## config.mk

```make
export PLATFORM = sky130hd
export DESIGN_NAME = serial_adder_flat
export DESIGN_NICKNAME = d
export VERILOG_FILES = /design/src/rtl/serial_adder_pkg.sv /design/src/rtl/serial_adder_if.sv /design/src/rtl/serial_adder_fa_cell.sv /design/src/rtl/serial_adder.sv /design/src/flat_wrapper.sv
export SDC_FILE = /design/constraint.sdc
export NUM_CORES = 1
export LEC_CHECK = 0
export ABC_AREA = 1
export BUFFER_PORTS_ARGS = -buffer_cell sky130_fd_sc_hd__buf_2
export CAP_MARGIN = 20
export CORE_MARGIN = 4
export CORE_UTILIZATION = 53
export CTS_CLUSTER_SIZE = 20
export DETAILED_ROUTE_END_ITERATION = 8
export PLACE_DENSITY = 0.74
export SKIP_CTS_REPAIR_TIMING = 1
export SYNTH_ARGS = -nofsm -noshare
export SYNTH_HDL_FRONTEND = slang
export SYNTH_SLANG_ARGS = --single-unit
```

## constraint.sdc

```tcl
create_clock -name clk -period 2.7 [get_ports clk]
set_input_delay 0.54 -clock clk [delete_from_list [all_inputs] [get_ports clk]]
set_output_delay 0.54 -clock clk [all_outputs]
set_load 0.03 [all_outputs]
```

## src/rtl/serial_adder_pkg.sv

```systemverilog
`default_nettype none
// ============================================================================
// Module   : serial_adder_pkg
// Purpose  : Shared definitions for the bit-serial adder: FSM state encoding
//            and the default operand width.
// Ports    : none (package)
// Revision : 1.0 - initial release
// ============================================================================
package serial_adder_pkg;

  // Default operand/sum width in bits.
  localparam int DEFAULT_WIDTH = 8;

  // Controller state encoding.
  typedef enum logic [1:0] {
    ST_IDLE = 2'd0,
    ST_RUN  = 2'd1,
    ST_DONE = 2'd2
  } state_t;

endpackage : serial_adder_pkg
`default_nettype wire

```

## src/rtl/serial_adder_if.sv

```systemverilog
`default_nettype none
// ============================================================================
// Module   : serial_adder_if
// Purpose  : Request/response bundle between an issuing controller and the
//            bit-serial adder.
// Ports    : start, a, b, ci  - request (controller -> adder)
//            busy, done, sum, co - status/result (adder -> controller)
//            modport master : controller side
//            modport slave  : adder side
// Revision : 1.0 - initial release
// ============================================================================
interface serial_adder_if
  import serial_adder_pkg::*;
#(
  parameter int WIDTH = DEFAULT_WIDTH
);

  logic             start;
  logic [WIDTH-1:0] a;
  logic [WIDTH-1:0] b;
  logic             ci;
  logic             busy;
  logic             done;
  logic [WIDTH-1:0] sum;
  logic             co;

  modport master (
    output start, a, b, ci,
    input  busy, done, sum, co
  );

  modport slave (
    input  start, a, b, ci,
    output busy, done, sum, co
  );

endinterface : serial_adder_if
`default_nettype wire

```

## src/rtl/serial_adder_fa_cell.sv

```systemverilog
`default_nettype none
// ============================================================================
// Module   : serial_fa_cell
// Purpose  : One-bit combinational full adder built from gate primitives.
// Ports    : a, b, ci (in)  - addend bits and carry-in
//            s  (out)       - sum bit, a ^ b ^ ci
//            co (out)       - carry-out, majority(a, b, ci)
// Revision : 1.0 - initial release
// ============================================================================
module serial_fa_cell (
  output wire s,
  output wire co,
  input  wire a,
  input  wire b,
  input  wire ci
);

  wire w_axb;
  wire w_ab;
  wire w_caxb;

  xor u_xor_ab  (w_axb, a, b);
  xor u_xor_s   (s, w_axb, ci);
  and u_and_ab  (w_ab, a, b);
  // ci & (a ^ b) together with a & b covers every majority case.
  and u_and_cax (w_caxb, ci, w_axb);
  or  u_or_co   (co, w_ab, w_caxb);

endmodule : serial_fa_cell
`default_nettype wire

```

## src/rtl/serial_adder.sv

```systemverilog
`default_nettype none
// ============================================================================
// Module   : serial_adder
// Purpose  : Bit-serial adder. Captures two WIDTH-bit operands and a carry-in
//            on an accepted start, then adds them LSB-first, one bit per
//            clock, through a single full-adder cell with a registered carry.
// Ports    : clk   (in)  - rising-edge clock
//            reset (in)  - synchronous, active-high reset
//            bus   (slave modport of serial_adder_if)
//              start/a/b/ci  - request, sampled only in IDLE or DONE
//              busy          - high while bits are processed
//              done          - one-cycle pulse, sum/co valid
//              sum/co        - result, held until the next accepted start
// Revision : 1.0 - initial release
// ============================================================================
module serial_adder
  import serial_adder_pkg::*;
#(
  parameter int WIDTH = DEFAULT_WIDTH,
  parameter int CNT_W = 6
) (
  input  wire             clk,
  input  wire             reset,
  serial_adder_if.slave   bus
);

  state_t           r_state;
  state_t           w_state_nxt;
  logic [WIDTH-1:0] r_sha;
  logic [WIDTH-1:0] r_shb;
  logic             r_carry;
  logic [CNT_W-1:0] r_cnt;
  logic [WIDTH-1:0] r_sum;
  logic             r_co;

  logic             w_accept;
  logic             w_last;
  logic             w_s_bit;
  logic             w_c_out;
  logic [WIDTH-1:0] w_sum_shift;

  serial_fa_cell u_cell (
    .s  (w_s_bit),
    .co (w_c_out),
    .a  (r_sha[0]),
    .b  (r_shb[0]),
    .ci (r_carry)
  );

  // New sum bit enters at the MSB so that after WIDTH shifts the first
  // (LSB) bit has reached position 0.
  generate
    if (WIDTH == 1) begin : g_sum_w1
      assign w_sum_shift = w_s_bit;
    end else begin : g_sum_wn
      assign w_sum_shift = {w_s_bit, r_sum[WIDTH-1:1]};
    end
  endgenerate

  // start only counts while idle or finishing; it is ignored during RUN.
  assign w_accept = bus.start && ((r_state == ST_IDLE) || (r_state == ST_DONE));
  assign w_last   = (r_cnt == CNT_W'(WIDTH - 1));

  always_comb begin
    w_state_nxt = r_state;
    case (r_state)
      ST_IDLE: if (bus.start) w_state_nxt = ST_RUN;
      ST_RUN:  if (w_last)    w_state_nxt = ST_DONE;
      ST_DONE: w_state_nxt = bus.start ? ST_RUN : ST_IDLE;
      default: w_state_nxt = ST_IDLE;
    endcase
  end

  always_ff @(posedge clk) begin
    if (reset) begin
      r_state <= ST_IDLE;
    end else begin
      r_state <= w_state_nxt;
    end
  end

  always_ff @(posedge clk) begin
    if (reset) begin
      r_sha   <= '0;
      r_shb   <= '0;
      r_carry <= 1'b0;
      r_cnt   <= '0;
      r_sum   <= '0;
      r_co    <= 1'b0;
    end else if (w_accept) begin
      r_sha   <= bus.a;
      r_shb   <= bus.b;
      r_carry <= bus.ci;
      r_cnt   <= '0;
    end else if (r_state == ST_RUN) begin
      r_sum   <= w_sum_shift;
      r_sha   <= r_sha >> 1;
      r_shb   <= r_shb >> 1;
      r_carry <= w_c_out;
      r_cnt   <= r_cnt + CNT_W'(1);
      if (w_last) begin
        r_co <= w_c_out;
      end
    end
  end

  assign bus.busy = (r_state == ST_RUN);
  assign bus.done = (r_state == ST_DONE);
  assign bus.sum  = r_sum;
  assign bus.co   = r_co;

endmodule : serial_adder
`default_nettype wire

```

## src/flat_wrapper.sv

```systemverilog
// flat-port wrapper written by rule: the top's interface ports become plain ports
module serial_adder_flat import serial_adder_pkg::*;
#(
  parameter int WIDTH = DEFAULT_WIDTH,
  parameter int CNT_W = 6
)
  (clk, reset, bus_start, bus_a, bus_b, bus_ci, bus_busy, bus_done, bus_sum, bus_co);
  serial_adder_if #(.WIDTH(WIDTH)) bus_i ();
  input  wire clk;
  input  wire reset;
  input wire logic [$bits(bus_i.start)-1:0] bus_start;
  input wire logic [$bits(bus_i.a)-1:0] bus_a;
  input wire logic [$bits(bus_i.b)-1:0] bus_b;
  input wire logic [$bits(bus_i.ci)-1:0] bus_ci;
  output wire logic [$bits(bus_i.busy)-1:0] bus_busy;
  output wire logic [$bits(bus_i.done)-1:0] bus_done;
  output wire logic [$bits(bus_i.sum)-1:0] bus_sum;
  output wire logic [$bits(bus_i.co)-1:0] bus_co;
  assign bus_i.start = bus_start;
  assign bus_i.a = bus_a;
  assign bus_i.b = bus_b;
  assign bus_i.ci = bus_ci;
  assign bus_busy = bus_i.busy;
  assign bus_done = bus_i.done;
  assign bus_sum = bus_i.sum;
  assign bus_co = bus_i.co;
  serial_adder #(.WIDTH(WIDTH), .CNT_W(CNT_W)) u_core (.clk(clk), .reset(reset), .bus(bus_i));
endmodule
```

Word level (Yosys, flattened, before mapping) --
Cells that the tools add are included.
Cells by class: bitwise gates (word level) 6, eq/ne operators 5, add/sub/neg operators 1, multiplexer cells 10, reduce and logical (&&, ||, !) cells 8
Operators with widths (count):
- 8-bit 2-to-1 mux | 4
- 6-bit by 1-bit adder with 6-bit output (second input constant) | 1
- 6-bit by 3-bit == test with 1-bit output (second input constant) | 1
- 2-bit one-hot mux with 3 select lines | 1
- 2-bit 2-to-1 mux | 2
- 2-bit AND reduction | 2
- 1-bit 2-to-1 mux | 3
- 3-bit AND reduction | 1
- 1-bit AND | 2
- 2-bit by 1-bit == test with 1-bit output (second input constant) | 1
- 2-bit == test (second input constant) | 1
- 2-bit logical NOT | 1
- 2-bit by 1-bit inequality test with 1-bit output (second input constant) | 1
- 2-bit inequality test (second input constant) | 1
- 2-bit nonzero test | 1
- 2-bit OR reduction | 1
- 1-bit XOR | 2
- 1-bit logical AND | 1
- 1-bit logical OR | 1
- 1-bit NOT | 1
- 1-bit bitwise OR | 1
Word-level totals: output and inout bits 11, bits in registers 34, word-level logic and storage cells 37

Depth between registers and ports, before layout --
depth after elaboration 5, depth in mapped cells 7, mapped depth without buffers 7

By module --
Synthesis repeated with hierarchy kept, for this count alone.
Unflattened totals: cell total of the unflattened synthesis 192, area total of the unflattened synthesis 1451.4 um^2
Modules (own cells, without submodules):
- serial_adder | area each 1431.4 um^2, cells an instance 191, seq. area each 680.7 um^2, instances 1
- serial_fa_cell | area each 20.0 um^2, cells an instance 1, seq. area each 0.0 um^2, instances 1

Worst setup path after synthesis --
OpenSTA, ideal clock, no wires.
path kind register to output, start point register u_core.r_state[1], end point output bus_done, cell stages (with the launch flop) 3, arrival time 0.829 ns, data required time 2.160 ns, buffers on the path 0, path slack 1.331 ns, path through dfxtp_1 -> inv_1 -> nor2_1
On the way: cells in the longest elaborated chain, start to end 1
RTL lines:
- from (decl) | line serial_adder.sv:27 | state_t r_state;
- from (signal assigned) | line serial_adder.sv:78 | r_state <= w_state_nxt;
- 2-bit == test | line serial_adder.sv:108 | assign bus.done = (r_state == ST_DONE);
- to (decl) | line flat_wrapper.sv:16 | output wire logic [$bits(bus_i.done)-1:0] bus_done;
No other way between the ends.

Worst setup path in the final report --
start point register u_core.r_state[0], end point output bus_busy
On the way: cells in the longest elaborated chain, start to end 1
RTL lines:
- 2-bit by 1-bit == test with 1-bit output | line serial_adder.sv:107 | assign bus.busy = (r_state == ST_RUN);
- to (decl) | line flat_wrapper.sv:15 | output wire logic [$bits(bus_i.busy)-1:0] bus_busy;
No other way between the ends.

==> results.cfg <==
[cells_and_area]
n_antenna_cell = 0
nets = 243
layoutNonFillerInstCount = 252
final_cell_mix = nor2_1 (42), nand2_1 (34), dfxtp_1 (34), buf_2 (30), o21ai_0 (20)
final_common_cell = nor2_1
syn2layout_area_growth_pct = 15.35
post-route-util = 0.6523
drive_gt1_frac = 0.2207

[logic_synthesis]
synth_nets = 213
synth_seq_cells = 34
syn_area_um2 = 1426
synth_area_leader_cell = dfxtp_1
ys.warnings.count = 0
synth.top_cell.area_share = 0.4772
postSynthCellCount = 191
synthTopCellsByArea = dfxtp_1 (48%), nor2_1 (11%), nand2_1 (8.9%), o21ai_0 (7.0%), a21oi_1 (3.5%)
synth_area_per_cell_um2 = 7.468
synth.distinct_cells = 24
ys_seq_area_frac = 0.4772

[pwr]
ir_drop_uv = 517.9
p_leak_nw = 0.7556
power.density_nw_per_um2 = 657.8
power_mw = 1.082

[setup_path]
r2r_setup_slack_ns = 1.12
cp_max_fo = 17
cp-start-kind = flop
critPathSlowestCell = dfxtp_1
worstSetupPathType = flop to output port
end_kind = output port
crit_chain = inv_2 -> nor2_4 -> buf_4 -> buf_2
crit_required_ns = 2.16
arrival_ns = 1.36
max_stage_delay_ns = 0.42

[floorplan]
core.rowCount = 18
core_area_um2 = 2522
die_w_um = 59.88
initial_core_util = 0.5655
dieArea_um2 = 3585
io_pins = 31
fp.dieH_um = 59.88

[clocking]
cts_buffer_depth = 2
clock_sinks = 34
path_clk_slew_ns = 0.10
h-tree-depth = 2
insertion_delay_ns = 0.33
clockRootBuffer = clkbuf_4
cts_buffers = 5
cts_tree = built

[flow_run]
cap_violations = 0

[route]
wirelength_um = 2897
avgViaCountPerCell = 5.123
dr.pass1.iters = 4
vias = 1291
drtIter0Drc = 57
routedWlPerCell_um = 11.50
postRouteAntennaNets = 0
drc = 0

[placed_design]
hpwl_um = 2091
place.gp.congestion = 0.8224
placed_cells = 244
port_buffers = 30

[sta]
maxSlewViolCount = 0
fmax_mhz = 526.3
final.period_utilization = 0.7038
worst_slew_pin_slew_ns = 0.3633
setup_viol = 0
relSlewSlack = 0.7572
tns_ns = 0
fin_crit_ns = 1.900
fin_skew_ns = 0.005417
grt_setup_unrepaired = no
finalHoldViolCount = 0

[grt]
grt_antenna_before_repair = 0
grt_start_max_net_pins = 22
overflow = 0
gr-usage-all-layers = 0.1910
grt_first_pass_wirelength_um = 5181
grt_pass1_vias = 1233

[run_status]
status = finished, final reports clean

[worst_hold_path]
hold_class = primary input to flop
## critical path: cells and delay by family, from the launching register on
kind / cells / cell delay (ns)
and+or+nand+nor: 1 / 0.07
buffers and inverters: 3 / 0.55
DFF: 1 / 0.42
## flip-flops by register name, summed over array words and instances (netlist names)
name	flops
u_core.bus.sum	8
u_core.r_sha	8
u_core.r_carry	1
u_core.bus.co	1
u_core.r_state	2
u_core.r_cnt	6
u_core.r_shb	8
## metrics by stage
step           hold slack (ns)  cell area (µm²)  worst slack (ns)
2_1_floorplan           0.4342             1426             1.331
3_3_place_gp            0.4506             1568             1.021
3_5_place_dp            0.4618             1568            0.9457
4_1_cts                 0.4345             1645            0.7875
5_1_grt                 0.4582             1645            0.7061
6_report                0.4422             1645            0.7999
## Yosys cell counts
master,number
nor2_4,1
nor2_1,42
clkbuf_1,1
o21ai_0,20
nand2_1,34
a211oi_1,1
inv_2,3
nand3_1,6
a31oi_1,2
nor3_1,7
nand2_4,1
nor3b_1,2
buf_2,4
nand2_2,2
buf_6,2
fa_1,1
buf_4,2
o211ai_1,2
o21ai_1,1
dfxtp_1,34
a21oi_1,10
ha_1,1
inv_1,10
nor2_2,2
## routing by layer
metal  global-route usage  routed length, µm  up-vias
li1                     -                  -      680
met1               0.2250               1336      582
met2               0.3194               1378       25
met3              0.06695                151        4
met4              0.06646                 31        0
met5                    0                  0        -
## kinds of logic (layout without fill, tap and decap cells)
family | after synthesis | count (layout) | synth area share
and+or+nand+nor | 97 | 97 | 0.2895
AOI/OAI and AO/OA | 36 | 36 | 0.1333
DFF | 34 | 34 | 0.4772
buffers and inverters | 22 | 53 | 0.07719
adders and majority gates | 2 | 2 | 0.02281
## path summary, 6_finish.rpt
path | startpoint | end | cells after the start
worst min-delay path | bus_a[7] | u_core.r_sha[7] | 3
worst min register to register | u_core.r_sha[4] | u_core.r_sha[4] | 2
worst max register to register | u_core.r_state[0] | u_core.r_sha[5] | 6
worst max-delay path | u_core.r_state[0] | bus_busy | 4
## where the power goes
group / switching (mW) / internal (mW)
Sequential: 0.0209 / 0.538
Clock: 0.174 / 0.192
Combinational: 0.104 / 0.0548
## final cells by class
type | count | area, µm²
fillers | 242 | 877.1
flip-flops and latches | 34 | 680.7
multi-input cells | 135 | 635.6
repair buffers | 32 | 165.2
inverters | 13 | 48.80
clock inverters | 3 | 40.04
clock buffers | 5 | 37.54
well taps | 30 | 37.54
No activity file was read; power rests on OpenSTA's default activity.
